--- config.mk ---
export PLATFORM = sky130hd
export DESIGN_NAME = mult16_rr_arbiter
export DESIGN_NICKNAME = d
export VERILOG_FILES = /design/src/rtl/mult_pkg.sv /design/src/rtl/rr_arbiter.sv /design/src/rtl/mult16_rr_arbiter.sv
export SDC_FILE = /design/constraint.sdc
export NUM_CORES = 1
export LEC_CHECK = 0
export BUFFER_PORTS_ARGS = -buffer_cell sky130_fd_sc_hd__clkbuf_2
export CAP_MARGIN = 20
export CORE_MARGIN = 3
export CORE_UTILIZATION = 45
export DETAILED_ROUTE_END_ITERATION = 8
export GPL_TIMING_DRIVEN = 0
export PLACE_DENSITY = 0.81
export SYNTH_ARGS = -nofsm -noshare
export SYNTH_HDL_FRONTEND = slang
export SYNTH_SLANG_ARGS = --single-unit
--- constraint.sdc ---
create_clock -name sys_clk -period 3.44 [get_ports sys_clk]
set_input_delay 0.688 -clock sys_clk [delete_from_list [all_inputs] [get_ports sys_clk]]
set_output_delay 0.688 -clock sys_clk [all_outputs]
set_load 0.05 [all_outputs]
--- src/rtl/mult_pkg.sv ---
// rtl/mult_pkg.sv - shared widths and tag type for the multiplier arbiter
//
// Contents:
//   MUL_W     operand width of the shared multiplier
//   PROD_W    product width of the shared multiplier
//   MAX_NREQ  largest supported requester count
//   ID_W      requester id width, sized for MAX_NREQ
//   tag_t     {valid, id} entry of the shadow tag pipeline
//   wrap_inc  id + 1 modulo a runtime requester count

package mult_pkg;

   localparam int MUL_W    = 16;
   localparam int PROD_W   = 32;
   localparam int MAX_NREQ = 8;
   localparam int ID_W     = $clog2(MAX_NREQ);

   typedef struct packed {
      logic            valid;
      logic [ID_W-1:0] id;
   } tag_t;

   function automatic logic [ID_W-1:0] wrap_inc(input logic [ID_W-1:0] id, input int n);
      if (int'(id) == n - 1) begin
         return '0;
      end
      return id + 1'b1;
   endfunction

endpackage

--- src/rtl/rr_arbiter.sv ---
// rtl/rr_arbiter.sv - round-robin winner search with registered pointer
//
// Ports:
//   sys_clk       clock, rising edge
//   sys_rst       asynchronous active-high reset (pointer -> 0)
//   req           per-requester request bits
//   en            grant enable; 0 suppresses every grant
//   grant_onehot  one-hot grant, combinational, all zero when no grant
//   grant_id      index of the winning requester (meaningful when grant_vld)
//   grant_vld     a grant is issued this cycle
//
// Every asserted request is granted in the same cycle it wins, so a grant
// is always a completed handshake and the pointer advances on grant_vld.

module rr_arbiter
   import mult_pkg::*;
#(
   parameter int NREQ = 4
) (
   input  logic            sys_clk,
   input  logic            sys_rst,
   input  logic [NREQ-1:0] req,
   input  logic            en,
   output logic [NREQ-1:0] grant_onehot,
   output logic [ID_W-1:0] grant_id,
   output logic            grant_vld
);

   logic [ID_W-1:0] ptr;
   logic [ID_W-1:0] win;
   logic            found;

   // Two ascending passes give a wrapping search from ptr: first the
   // indices at or above the pointer, then the ones below it.
   always_comb begin
      found = 1'b0;
      win   = '0;
      for (int i = 0; i < NREQ; i++) begin
         if (!found && req[i] && (ID_W'(i) >= ptr)) begin
            found = 1'b1;
            win   = ID_W'(i);
         end
      end
      for (int i = 0; i < NREQ; i++) begin
         if (!found && req[i] && (ID_W'(i) < ptr)) begin
            found = 1'b1;
            win   = ID_W'(i);
         end
      end
   end

   always_comb begin
      grant_vld = found & en;
      grant_id  = win;
      for (int i = 0; i < NREQ; i++) begin
         grant_onehot[i] = grant_vld && (win == ID_W'(i));
      end
   end

   always_ff @(posedge sys_clk or posedge sys_rst) begin
      if (sys_rst) begin
         ptr <= '0;
      end else if (grant_vld) begin
         ptr <= wrap_inc(win, NREQ);
      end
   end

endmodule

--- src/rtl/mult16_rr_arbiter.sv ---
// rtl/mult16_rr_arbiter.sv - round-robin sharing of one pipelined 16x16 multiplier
//
// Ports:
//   sys_clk       clock, rising edge
//   sys_rst       asynchronous active-high reset
//   arb_en        1 = accept new requests, 0 = only drain in-flight work
//   req_valid     per-requester operand valid
//   req_ready     per-requester grant (combinational, at most one high)
//   req_a/req_b   packed signed operands, requester i at [16i+15:16i]
//   mul_a/mul_b   registered operands to the multiplier
//   mul_in_valid  registered, operands on mul_a/mul_b are live
//   mul_p         signed product, MUL_LAT cycles after the operands
//   rsp_valid     registered one-hot owner of rsp_p
//   rsp_p         registered product
//   idle          registered, nothing issued or in flight

module mult16_rr_arbiter
   import mult_pkg::*;
#(
   parameter int NREQ    = 4,
   parameter int MUL_LAT = 3
) (
   input  logic                  sys_clk,
   input  logic                  sys_rst,
   input  logic                  arb_en,
   input  logic [NREQ-1:0]       req_valid,
   output logic [NREQ-1:0]       req_ready,
   input  logic [NREQ*MUL_W-1:0] req_a,
   input  logic [NREQ*MUL_W-1:0] req_b,
   output logic [MUL_W-1:0]      mul_a,
   output logic [MUL_W-1:0]      mul_b,
   output logic                  mul_in_valid,
   input  logic [PROD_W-1:0]     mul_p,
   output logic [NREQ-1:0]       rsp_valid,
   output logic [PROD_W-1:0]     rsp_p,
   output logic                  idle
);

   logic [NREQ-1:0] grant_onehot;
   logic [ID_W-1:0] grant_id;
   logic            grant_vld;
   logic [MUL_W-1:0] sel_a;
   logic [MUL_W-1:0] sel_b;
   logic            shadow_busy;
   logic [NREQ-1:0] rsp_onehot;

   // Entry 0 travels alongside mul_a/mul_b; entries 1..MUL_LAT shadow the
   // multiplier stages, so entry MUL_LAT lines up with mul_p.
   tag_t tag_q [MUL_LAT+1];

   rr_arbiter #(
      .NREQ (NREQ)
   ) u_arb (
      .sys_clk      (sys_clk),
      .sys_rst      (sys_rst),
      .req          (req_valid),
      .en           (arb_en),
      .grant_onehot (grant_onehot),
      .grant_id     (grant_id),
      .grant_vld    (grant_vld)
   );

   assign req_ready    = grant_onehot;
   assign mul_in_valid = tag_q[0].valid;

   // One-hot grant drives an AND-OR operand mux.
   always_comb begin
      sel_a = '0;
      sel_b = '0;
      for (int i = 0; i < NREQ; i++) begin
         if (grant_onehot[i]) begin
            sel_a = req_a[i*MUL_W +: MUL_W];
            sel_b = req_b[i*MUL_W +: MUL_W];
         end
      end
   end

   // Entries that will still be in flight after the next shift; the last
   // entry drops out as its response is launched.
   always_comb begin
      shadow_busy = 1'b0;
      for (int k = 0; k < MUL_LAT; k++) begin
         shadow_busy = shadow_busy | tag_q[k].valid;
      end
   end

   always_comb begin
      for (int i = 0; i < NREQ; i++) begin
         rsp_onehot[i] = (tag_q[MUL_LAT].id == ID_W'(i));
      end
   end

   always_ff @(posedge sys_clk or posedge sys_rst) begin
      if (sys_rst) begin
         mul_a     <= '0;
         mul_b     <= '0;
         rsp_valid <= '0;
         rsp_p     <= '0;
         idle      <= 1'b1;
         for (int k = 0; k <= MUL_LAT; k++) begin
            tag_q[k] <= '0;
         end
      end else begin
         if (grant_vld) begin
            mul_a <= sel_a;
            mul_b <= sel_b;
         end
         tag_q[0] <= {grant_vld, grant_id};
         for (int k = 1; k <= MUL_LAT; k++) begin
            tag_q[k] <= tag_q[k-1];
         end
         if (tag_q[MUL_LAT].valid) begin
            rsp_valid <= rsp_onehot;
            rsp_p     <= mul_p;
         end else begin
            rsp_valid <= '0;
         end
         idle <= !grant_vld && !shadow_busy;
      end
   end

endmodule
=== After elaboration in Yosys (flattened, before gate mapping) ===
Cells that the tools add are included.

* $add $sub $neg: 1
* Reduce and logical (&&, ||, !) cells: 31
* Mux-type cells: 28
* Equality and inequality tests: 7
* Magnitude comparators: 8
* Bitwise gates (word level): 3

{| class="wikitable"
|+ Operators with widths
! cell !! count
|-
| $mux W16 || 8
|-
| $logic_and A1 B1 Y1 || 20
|-
| $mux W2 || 6
|-
| $mux W1 || 11
|-
| $logic_not A1 Y1 || 9
|-
| $eq A2 B2 Y1 const B || 3
|-
| $eq A3 B2 Y1 const B || 2
|-
| $ge A1 B3 Y1 const A || 2
|-
| $ge A2 B3 Y1 const A || 2
|-
| $logic_not A3 Y1 || 2
|-
| $lt A1 B3 Y1 const A || 2
|-
| $lt A2 B3 Y1 const A || 2
|-
| $mux W3 || 2
|-
| $mux W4 || 1
|-
| $add A2 B1 Y3 const B || 1
|-
| $eq A3 B1 Y1 const B || 1
|-
| $eq A2 B1 Y1 const B || 1
|-
| $or A1 B1 Y1 || 2
|-
| $and A1 B1 Y1 || 1
|}

* Input bits: 167
* Word-level logic and storage cells: 92
* Bits in registers: 88

=== Longest topological paths before layout ===
Gate-level depths: netlist of the first run.

* Depth in word-level cells: 37
* Depth in mapped cells: 11

=== Cells and area by module ===
From an unflattened synthesis of the first run, not the netlist that was laid out.

* Cell total of the unflattened synthesis: 348
* Area total of the unflattened synthesis: 3918.8 sq um

{| class="wikitable"
|+ Modules (own cells, without submodules)
! module !! cells an instance !! area an instance (sq um) !! instances
|-
| mult16_rr_arbiter || 315 || 3636.0 || 1
|-
| rr_arbiter || 33 || 282.8 || 1
|}

=== Worst setup path before layout of the first run ===
OpenSTA, ideal clock, no wires.

* Path type: input-to-output
* Start point: input req_valid[0]
* End point: output req_ready[3]
* Slack: -0.109 ns
* Arrival: 2.861 ns
* Data required time: 2.752 ns
* Stages: 7
* Cell sequence: buf_2 > mux2_2 > a221oi_1 > ha_1 > clkbuf_1 > clkbuf_1 > and2_1

* Cells in the longest elaborated chain, start to end: 32
* Elaborated cells between the ends (all ways): 40
* Classes of those cells: eq/ne (1); mux (15); bitwise (1); reduce/logical (23)

{| class="wikitable"
|+ RTL lines
! element !! line !! RTL
|-
| from (decl) || mult16_rr_arbiter.sv:26 || <nowiki>input logic [NREQ-1:0] req_valid,</nowiki>
|-
| $logic_and A1 B1 Y1 || rr_arbiter.sv:39 || <nowiki>if (!found && req[i] && (ID_W'(i) >= ptr)) begin</nowiki>
|-
| $mux W1 || rr_arbiter.sv:39 ||
|-
| $logic_not A1 Y1 || rr_arbiter.sv:39 ||
|-
| $logic_and A1 B1 Y1 (2 in a row) || rr_arbiter.sv:39 ||
|-
| $mux W1 || rr_arbiter.sv:39 ||
|-
| $logic_not A1 Y1 || rr_arbiter.sv:39 ||
|-
| $logic_and A1 B1 Y1 (2 in a row) || rr_arbiter.sv:39 ||
|-
| $mux W1 || rr_arbiter.sv:39 ||
|-
| [... 12 more ...] || n/a ||
|-
| $logic_not A1 Y1 || rr_arbiter.sv:45 || <nowiki>if (!found && req[i] && (ID_W'(i) < ptr)) begin</nowiki>
|-
| $logic_and A1 B1 Y1 (2 in a row) || rr_arbiter.sv:45 ||
|-
| $mux W1 || rr_arbiter.sv:45 ||
|-
| $logic_not A1 Y1 || rr_arbiter.sv:45 ||
|-
| $logic_and A1 B1 Y1 (2 in a row) || rr_arbiter.sv:45 ||
|-
| $mux W2 or $mux W1 (tied branches) || rr_arbiter.sv:45 ||
|-
| $eq A2 B2 Y1 or $and A1 B1 Y1 (tied branches) || rr_arbiter.sv:56, rr_arbiter.sv:53 ||
|-
| $logic_and A1 B1 Y1 * || rr_arbiter.sv:56 || <nowiki>grant_onehot[i] = grant_vld && (win == ID_W'(i));</nowiki>
|-
| to (decl) || mult16_rr_arbiter.sv:27 || <nowiki>output logic [NREQ-1:0] req_ready,</nowiki>
|}

Mark *: on every way between the ends. The rest lies on a longest branch, timed or not.

=== Worst setup path in the final report of the first run ===
* Start point: register u_arb.ptr[1]
* End point: output req_ready[3]

* Cells in the longest elaborated chain, start to end: 33
* Elaborated cells between the ends (all ways): 48
* Classes of those cells: order compare (8); eq/ne (1); mux (15); bitwise (1); reduce/logical (23)

{| class="wikitable"
|+ RTL lines
! element !! line !! RTL
|-
| from (decl) || rr_arbiter.sv:29 || <nowiki>logic [ID_W-1:0] ptr;</nowiki>
|-
| from (signal assigned) || rr_arbiter.sv:64 || <nowiki>ptr <= wrap_inc(win, NREQ);</nowiki>
|-
| $ge A1 B3 Y1 || rr_arbiter.sv:39 ||
|-
| $logic_and A1 B1 Y1 || rr_arbiter.sv:39 ||
|-
| $mux W1 || rr_arbiter.sv:39 ||
|-
| $logic_not A1 Y1 || rr_arbiter.sv:39 ||
|-
| $logic_and A1 B1 Y1 (2 in a row) || rr_arbiter.sv:39 ||
|-
| $mux W1 || rr_arbiter.sv:39 ||
|-
| $logic_not A1 Y1 || rr_arbiter.sv:39 ||
|-
| $logic_and A1 B1 Y1 (2 in a row) || rr_arbiter.sv:39 ||
|-
| [... 13 more ...] || n/a ||
|-
| $logic_not A1 Y1 || rr_arbiter.sv:45 ||
|-
| $logic_and A1 B1 Y1 (2 in a row) || rr_arbiter.sv:45 ||
|-
| $mux W1 || rr_arbiter.sv:45 ||
|-
| $logic_not A1 Y1 || rr_arbiter.sv:45 ||
|-
| $logic_and A1 B1 Y1 (2 in a row) || rr_arbiter.sv:45 ||
|-
| $mux W2 or $mux W1 (tied branches) || rr_arbiter.sv:45 ||
|-
| $eq A2 B2 Y1 or $and A1 B1 Y1 (tied branches) || rr_arbiter.sv:56, rr_arbiter.sv:53 ||
|-
| $logic_and A1 B1 Y1 * || rr_arbiter.sv:56 ||
|}

Marks and branches as above.

==> results of run 1 <==
==> stage by stage <==
| stage | utilization [%] | power (uW) | hold slack [ns] | setup slack [ns] |
|---|---|---|---|---|
| final | 65.3 | 3810 | 0.230 | 0.188 |
| after global routing | 65.3 | 4010 | 0.223 | 0.0413 |
| after CTS | 65.2 | 3820 | 0.217 | 0.0520 |
| after detailed placement | 62.8 | 3140 | 0.336 | -0.811 |
| after global placement | 62.5 | 3080 | 0.333 | -0.781 |
| after floorplan | - | 2600 | 0.331 | 0.00746 |
==> cell families (layout without fill, tap and decap cells) <==
kind of cell             count (synthesis)  in the layout  share of synthesized area (%)
adder cells (fa/ha/maj)                  2              2                          0.586
flip-flops                              83             83                           48.7
buffers and inverters                   54            306                           5.83
AO/OA/AOI/OAI                          117            117                           18.6
multiplexers                            33             33                           8.70
AND/OR/NAND/NOR                        138            138                           17.6
==> cell usage in the layout, fill, tap and decap left out, types with 11 or more instances in the layout <==
cell      Yosys  routed
nor2_1       38      38
dfrtp_1      82      82
a21oi_1      41      41
clkbuf_2      1     237
mux2_2       33      33
inv_1        12      11
o21ai_1      20      20
a221oi_1     28      27
clkbuf_1     26      23
and3_1       53      53
nor2b_1      27      27
==> registers in the layout (all words and copies together) (netlist names) <==
name / flops
idle: 1
tag_q: 11
mul_a: 16
u_arb.ptr: 2
rsp_valid: 4
rsp_p: 32
mul_b: 16
mul_in_valid: 1
==> power by group through the flow <==
stage / sequential, uW / combinational [uW] / clock, uW
floorplan: 1910 / 684 / 0
finish: 1300 / 1850 / 655
detailed placement: 1320 / 1820 / 0
global route: 1320 / 1980 / 707
CTS: 1300 / 1840 / 672
global placement: 1310 / 1780 / 0
==> metal layers <==
metal	vias up	GRT usage (%)
met3	31	6.04
li1	2038	-
met5	-	0
met1	2073	32.3
met2	279	46.5
met4	0	11.7
==> final timing paths <==
kind | start | depth (start not counted) | end | slack [ns]
max in group asynchronous | sys_rst | 3 | idle | 2.59
worst min register to register | tag_q[9] | 0 | tag_q[5] | 0.35
worst max register to register | u_arb.ptr[1] | 8 | mul_b[10] | 0.60
worst max-delay path | u_arb.ptr[1] | 6 | req_ready[3] | 0.19
min in group sys_clk | tag_q[9] | 0 | tag_q[5] | 0.35
worst min-delay path | sys_rst | 2 | rsp_p[2] | 0.23
==> area by class of cell <==
cell class | count | area, um^2 | share of cell area, %
timing repair buffer | 239 | 1220 | 20.9
multi-input combinational | 290 | 1980 | 33.7
clock inverter | 6 | 47.5 | 0.811
clock buffer | 10 | 138 | 2.35
buffer | 38 | 189 | 3.22
tap | 126 | 158 | 2.69
inverter | 13 | 51.3 | 0.875
sequential | 83 | 2080 | 35.5
==> repair_timing <==
action | CTS | global route
cloned | 0 | 0
pin swaps | 1 | 1
endpoints found under the setup margin | 2 | 2
setup buffers | 0 | 2
gates resized for setup | 6 | 1
hold buffers | 0 | 0
==> worst register-to-register path, stage by stage, from the launching register on <==
cell	delay (ns)
dfrtp_1	0.33
buf_2	0.19
mux2_2	0.40
a221oi_4	0.43
ha_4	0.38
clkbuf_1	0.43
nor2b_1	0.11
a221oi_1	0.32
a21oi_1	0.12
==> qor.txt, run 1 <==
Final period util: 94.5%
switching pwr: 1790 uW
detailed-placement wirelength estimate: 11500 um
wire length per cell: 18.3 um
Net Sw Frac: 47.1%
Tot GR Track Use: 27.0%
fmax: 307 MHz
Post-synth top cells: 82 x dfrtp_1, 53 x and3_1, 41 x a21oi_1, 38 x nor2_1, 33 x mux2_2
post-synthesis cell count: 427
Seq pwr share: 34.2%
Final ANT Viol Nets: 0
RSZ-0062 raised after global routing: no
# IOs: 241
Synth top area share: 48.1%
required time worst endpoint: 2.75 ns
Initial Utilization: 47.6%
placed cells: 790
drt pass-1 iters: 5
asr flop ratio synth: 100%
Fin Clk Skew: 0.00876 ns
layout cells sized above 1: 46.1%
Seq/Total Area, Yosys: 48.7%
Slew HR: 63.2%
vias in the first global route: 4515
setup violators final: 0
maxcap violations: 0
largest net degree at the start of global routing: 74
clock network power share: 17.2%
DR iter-0 viols: 240
Design Area, Final: 5860 um^2
Hold Vio Cnt, Final: 0
total CTS buffers: 9
crit path cell chain: buf_2 -> mux2_2 -> a221oi_4 -> ha_4 -> and2_2 -> clkbuf_2
peak per-stage delay on the critical path: 0.43 ns
DR top layer: met4
met1 wire length: 5760 um
first-pass GRT wire length: 21800 um
Syn Area/Cell: 10.0 um^2
setup tns final: 0 ns
H-tree depth: 3
routed via count: 4421
core area: 8980 um^2
type of origin of the critical path: register
final non-filler cell total: 805
Buffers & Inverters on Critical Path: 2
cell area after synthesis: 4270 um^2
worst hold path type: in -> async
TritonCTS clock tree: built
Die Ht: 103 um
antenna cell count: 0
Max IR drop VDD: 0.000367 V
Setup crit end kind: output port
Placed Area: 5640 um^2
crit path DAT: 2.56 ns
synth unique cells: 34
syn_nets: 596
min Tclk post-route: 3.25 ns
GRT overflow: 0
port bufs: 236
area leader, netlist: dfrtp_1
worst-skew pair later-pin latency: 0.35 ns
residual DRC count: 0
met2 WL: 7330 um
standard-cell row count: 34
CP Class: reg -> out
Post-synth EDFFs: 0
CTS Root Buffer Type: clkbuf_8
Synth-to-Final Area Change: 37.3%
Comb pwr share: 48.6%
initial antenna violation count: 0
top area cells in the synthesized netlist: dfrtp_1 48%, mux2_2 8.7%, and3_1 7.8%, a221oi_1 5.7%, a21oi_1 4.8%
Int Pwr: 2010 uW
fill cell count: 749
Yosys reg bits: 83
Pleak: 0.00310 uW
ys flop type: dfrtp_1
Detailed Route WL: 14800 um
worst-margin pin slew: 0.553 ns
outcome: finished, final reports clean
pwr dens: 650 nW/um^2
synth warn: 0
Via density: 5.49
NumNets Final: 843
gpl congestion: 0.918
fin. max-slew vios: 0
slowest cell on the critical path: a221oi_4
clock transition at the registers of the reported paths: 0.09 ns
clock sinks: 83
DR WL met3: 1410 um
most numerous cell in the Yosys netlist: dfrtp_1
Die W: 103 um
clock tree buffer depth: 2
delay-heaviest family, CP: buffers and inverters
die area: 10700 um^2
critical-path maximum fanout: 24
(Power assumes the default switching activity.)
==> run 2, diff against run 1 <==
--- a/config.mk
+++ b/config.mk
@@ -7,6 +7,7 @@
 export LEC_CHECK = 0
 export BUFFER_PORTS_ARGS = -buffer_cell sky130_fd_sc_hd__clkbuf_2
 export CAP_MARGIN = 20
+export CORE_ASPECT_RATIO = 1.5
 export CORE_MARGIN = 3
 export CORE_UTILIZATION = 45
 export DETAILED_ROUTE_END_ITERATION = 8
==> qor.txt, run 2 (synthesis results as in run 1) <==
Die W: 85.5 um
port bufs: 236
# IOs: 241
antenna cell count: 0
max reg flops: 32
fill cell count: 765
Critical Path Start: u_arb.ptr[1]
fmax: 306 MHz
core area: 9040 um^2
Initial Utilization: 47.2%
post-layout util: 65.8%
Hold Vio Cnt, Final: 0
type of origin of the critical path: register
Synth-to-Final Area Change: 39.4%
initial antenna violation count: 0
Detailed Route WL: 14500 um
required time worst endpoint: 2.75 ns
setup violators final: 0
Worst R2R Setup Slack: 0.70 ns
first-pass GRT wire length: 23000 um
clock sinks: 83
TritonCTS clock tree: built
DR iter-0 viols: 205
clock tree buffer depth: 2
Tot Pwr: 4100 uW
drt pass-1 iters: 5
worst hold path type: in -> async
routed via count: 4403
outcome: finished, final reports clean
clock transition at the registers of the reported paths: 0.06 ns
RSZ-0062 raised after global routing: no
DP Worst Slack: -0.675 ns
Fin Clk Skew: 0.00844 ns
CP Class: reg -> out
fin. max-slew vios: 0
Placed Area: 5620 um^2
most frequent cells in the layout: 237 x clkbuf_2, 82 x dfrtp_1, 53 x and3_1
Pleak: 0.00315 uW
gpl congestion: 0.847
total CTS buffers: 9
maxcap violations: 0
hold_buf cts: 0
vias in the first global route: 4590
Setup crit end kind: output port
crit path DAT: 2.58 ns
worst r2r src: u_arb.ptr[1]
die area: 10700 um^2
biggest regs: rsp_p: 32 flops, mul_a: 16 flops, mul_b: 16 flops
NumNets Final: 843
worst-margin pin slew: 0.611 ns
detailed-placement wirelength estimate: 11600 um
commonest non-fill, non-tap cell in the layout: clkbuf_2
standard-cell row count: 42
wire length per cell: 18.4 um
layout cells sized above 1: 46.1%
Slew HR: 58.9%
Via density: 5.58
largest net degree at the start of global routing: 73
GRT overflow: 0
Die Ht: 125 um
Final period util: 95.1%
Final ANT Viol Nets: 0
pwr dens: 689 nW/um^2
H-tree depth: 3
worst-skew pair later-pin latency: 0.33 ns
fin worst setup slack: 0.168 ns
Tot GR Track Use: 27.3%
register with the most flip-flops: rsp_p
Design Area, Final: 5950 um^2
critical-path maximum fanout: 15
Max IR drop VDD: 0.000397 V
min Tclk post-route: 3.27 ns
CTS Root Buffer Type: clkbuf_16
residual DRC count: 0
[run 2: layer usage]
metal	part of all wire, %	global-route usage (%)
met1	34	29.3
met2	53	48.9
met3	11	8.03
met4	2.9	11.6
met5	0	0
[run 2: worst max-delay path: stages, from the launching register on]
cell,delay (ns)
dfrtp_1,0.33
clkbuf_4,0.19
mux2_2,0.39
a221oi_4,0.34
inv_1,0.08
ha_1,0.41
and2_1,0.26
clkbuf_2,0.25
[run 2: worst paths after layout]
check,cells past startpoint,to
worst max register to register,9,mul_a[1]
worst max-delay path,7,req_ready[0]
worst min-delay path,2,mul_a[3]
worst min register to register,0,tag_q[1]
max in group asynchronous,3,idle
min in group sys_clk,0,tag_q[1]
[run 2: what timing repair did]
| action | in CTS | in global routing |
|---|---|---|
| pin swaps | 1 | 2 |
| buffers inserted | 1 | 0 |
| gates resized for setup | 8 | 3 |
| gates cloned | 0 | 0 |
| endpoints found under the setup margin | 2 | 1 |
[run 2: through the flow]
stage               std cells  TNS, ns  hold slack [ns]
floorplan                 427        0            0.331
CTS                       790        0            0.245
detailed placement        774   -0.872            0.341
global placement          773   -22.03            0.333
finish                    789        0            0.249
global route              789        0            0.247
[run 2: power breakdown]
part           switching (uW)  internal [uW]  leakage [uW]
registers                 124           1190      0.000987
logic                    1300            537       0.00203
clock network             390            565      0.000142
[run 2: area by class of cell]
class / count / area, um^2 / area share [%]
inverters: 13 / 51.3 / 0.862
multi-input cells: 290 / 1960 / 33.0
clock buffers: 9 / 225 / 3.78
well taps: 110 / 138 / 2.31
plain buffers: 39 / 200 / 3.36
repair buffers: 238 / 1220 / 20.5
flip-flops and latches: 83 / 2080 / 34.9
clock inverters: 7 / 76.3 / 1.28
==> run 3, diff against run 2 <==
--- a/config.mk
+++ b/config.mk
@@ -7,12 +7,14 @@
 export LEC_CHECK = 0
 export BUFFER_PORTS_ARGS = -buffer_cell sky130_fd_sc_hd__clkbuf_2
 export CAP_MARGIN = 20
+export CELL_PAD_IN_SITES_DETAIL_PLACEMENT = 0
+export CELL_PAD_IN_SITES_GLOBAL_PLACEMENT = 1
 export CORE_ASPECT_RATIO = 1.5
 export CORE_MARGIN = 3
-export CORE_UTILIZATION = 45
+export CORE_UTILIZATION = 32
 export DETAILED_ROUTE_END_ITERATION = 8
 export GPL_TIMING_DRIVEN = 0
-export PLACE_DENSITY = 0.81
+export PLACE_DENSITY = 0.89
 export SYNTH_ARGS = -nofsm -noshare
 export SYNTH_HDL_FRONTEND = slang
 export SYNTH_SLANG_ARGS = --single-unit
==> qor.txt, run 3 (synthesis results as in run 1) <==
DP Worst Slack: -0.791 ns
drt pass-1 iters: 5
initial antenna violation count: 0
met1 Resource Use GR: 21.8%
Pleak: 0.00315 uW
NumNets Final: 845
outcome: finished, final reports clean
worst-margin pin slew: 0.723 ns
switching pwr: 1850 uW
CTS Root Buffer Type: clkbuf_16
Slew HR: 51.4%
post-layout util: 46.3%
H-tree depth: 3
standard-cell row count: 51
Tot GR Track Use: 20.1%
max reg flops: 32
worst r2r src: u_arb.ptr[1]
Register-to-Register Path Depth: 9
Comb pwr share: 45.4%
Max IR drop VDD: 0.000317 V
busiest grt layer: met2
Int Pwr: 2230 uW
Final period util: 96.4%
Detailed Route WL: 15200 um
maxcap violations: 0
Fin Clk Skew: 0.00973 ns
worst-skew pair later-pin latency: 0.34 ns
clock sinks: 83
worst flop-to-flop path endpoint: mul_b[12]
clock tree buffer depth: 2
GRT overflow: 0
vias in the first global route: 4622
port bufs: 236
Die W: 100 um
clock network power share: 22.6%
setup violators final: 0
fin worst setup slack: 0.122 ns
wire length per cell: 18.1 um
crit path DAT: 2.63 ns
register with the most flip-flops: rsp_p
most frequent cells in the layout: 237 x clkbuf_2, 82 x dfrtp_1, 53 x and3_1
type of origin of the critical path: register
RSZ-0062 raised after global routing: no
routed via count: 4384
Seq pwr share: 32.0%
placed cells: 823
Worst R2R Setup Slack: 0.68 ns
fin. max-slew vios: 0
fmax: 301 MHz
worst hold path type: in -> async
Setup crit end kind: output port
TritonCTS clock tree: built
die area: 14800 um^2
GR Layer Usage met3: 4.96%
Final ANT Viol Nets: 0
Synth-to-Final Area Change: 41.0%
detailed-placement wirelength estimate: 12100 um
CP Class: reg -> out
core area: 13000 um^2
Hold Vio Cnt, Final: 0
min Tclk post-route: 3.32 ns
gpl congestion: 0.802
met2 GRT Util: 36.9%
pwr dens: 679 nW/um^2
first-pass GRT wire length: 23300 um
Initial Utilization: 32.8%
layout cells sized above 1: 46.4%
Tot Pwr: 4090 uW
final non-filler cell total: 840
# IOs: 241
hold_buf cts: 0
commonest non-fill, non-tap cell in the layout: clkbuf_2
Net Sw Frac: 45.3%
Die Ht: 147 um
clock transition at the registers of the reported paths: 0.07 ns
antenna cell count: 0
DR iter-0 viols: 165
Via density: 5.22
total CTS buffers: 9
biggest regs: rsp_p: 32 flops, mul_a: 16 flops, mul_b: 16 flops
critical-path maximum fanout: 10
residual DRC count: 0
required time worst endpoint: 2.75 ns
largest net degree at the start of global routing: 65
run 3: how the worst max path moves through the flow:
| stage | start | endpoint | slack, ns | cells after the start |
|---|---|---|---|---|
| 6_report | u_arb.ptr[1] | req_ready[3] | 0.12 | 8 |
| 3_3_place_gp | req_valid[0] | req_ready[3] | -0.80 | 8 |
| 3_5_place_dp | req_valid[0] | req_ready[3] | -0.79 | 8 |
| 2_1_floorplan | req_valid[0] | req_ready[3] | 0.007 | 7 |
| 5_1_grt | req_valid[1] | req_ready[3] | 0.01 | 7 |
| 4_1_cts | u_arb.ptr[1] | req_ready[3] | 0.003 | 8 |
run 3: timing repair:
item,in CTS,in global routing
gates resized for setup,10,2
pin swaps,1,2
setup endpoints to repair,2,2
setup buffers,0,2
run 3: metal layers:
| layer | routed length (um) | share of wire (%) | vias to the layer above |
|---|---|---|---|
| met1 | 5490 | 36 | 2068 |
| li1 | - | - | 2049 |
| met3 | 1220 | 8.0 | 32 |
| met5 | 0 | 0 | - |
| met2 | 8030 | 53 | 235 |
| met4 | 442 | 2.9 | 0 |
run 3: area by class of cell:
class	count	area [um^2]
flip-flops and latches	83	2080
fillers	1306	7000
repair buffers	239	1230
plain buffers	40	205
multi-input cells	290	1980
well taps	159	199
inverters	13	51.3
clock inverters	7	60.1
clock buffers	9	225
run 3: power by group through the flow:
stage               registers, uW  clock network (uW)  logic [uW]
global route                 1330                 990        1990
detailed placement           1320                   0        1830
global placement             1320                   0        1800
floorplan                    1910                   0         684
finish                       1310                 925        1860
CTS                          1310                 951        1860
run 3: metrics by stage:
step | setup TNS, ns | cell area, um^2 | hold WS, ns
6_report | 0 | 6020 | 0.292
5_1_grt | 0 | 6020 | 0.309
4_1_cts | 0 | 6000 | 0.296
3_5_place_dp | -2.18 | 5680 | 0.336
3_3_place_gp | -28.88 | 5650 | 0.335
2_1_floorplan | 0 | 4270 | 0.331
run 3: critical path, stage by stage (launching register included):
cell and delay [ns]:
dfrtp_1 0.33, buf_2 0.19, mux2_2 0.39, a221oi_4 0.37, ha_4 0.21, clkbuf_4 0.20
buf_4 0.20, and2_2 0.16, clkbuf_4 0.23
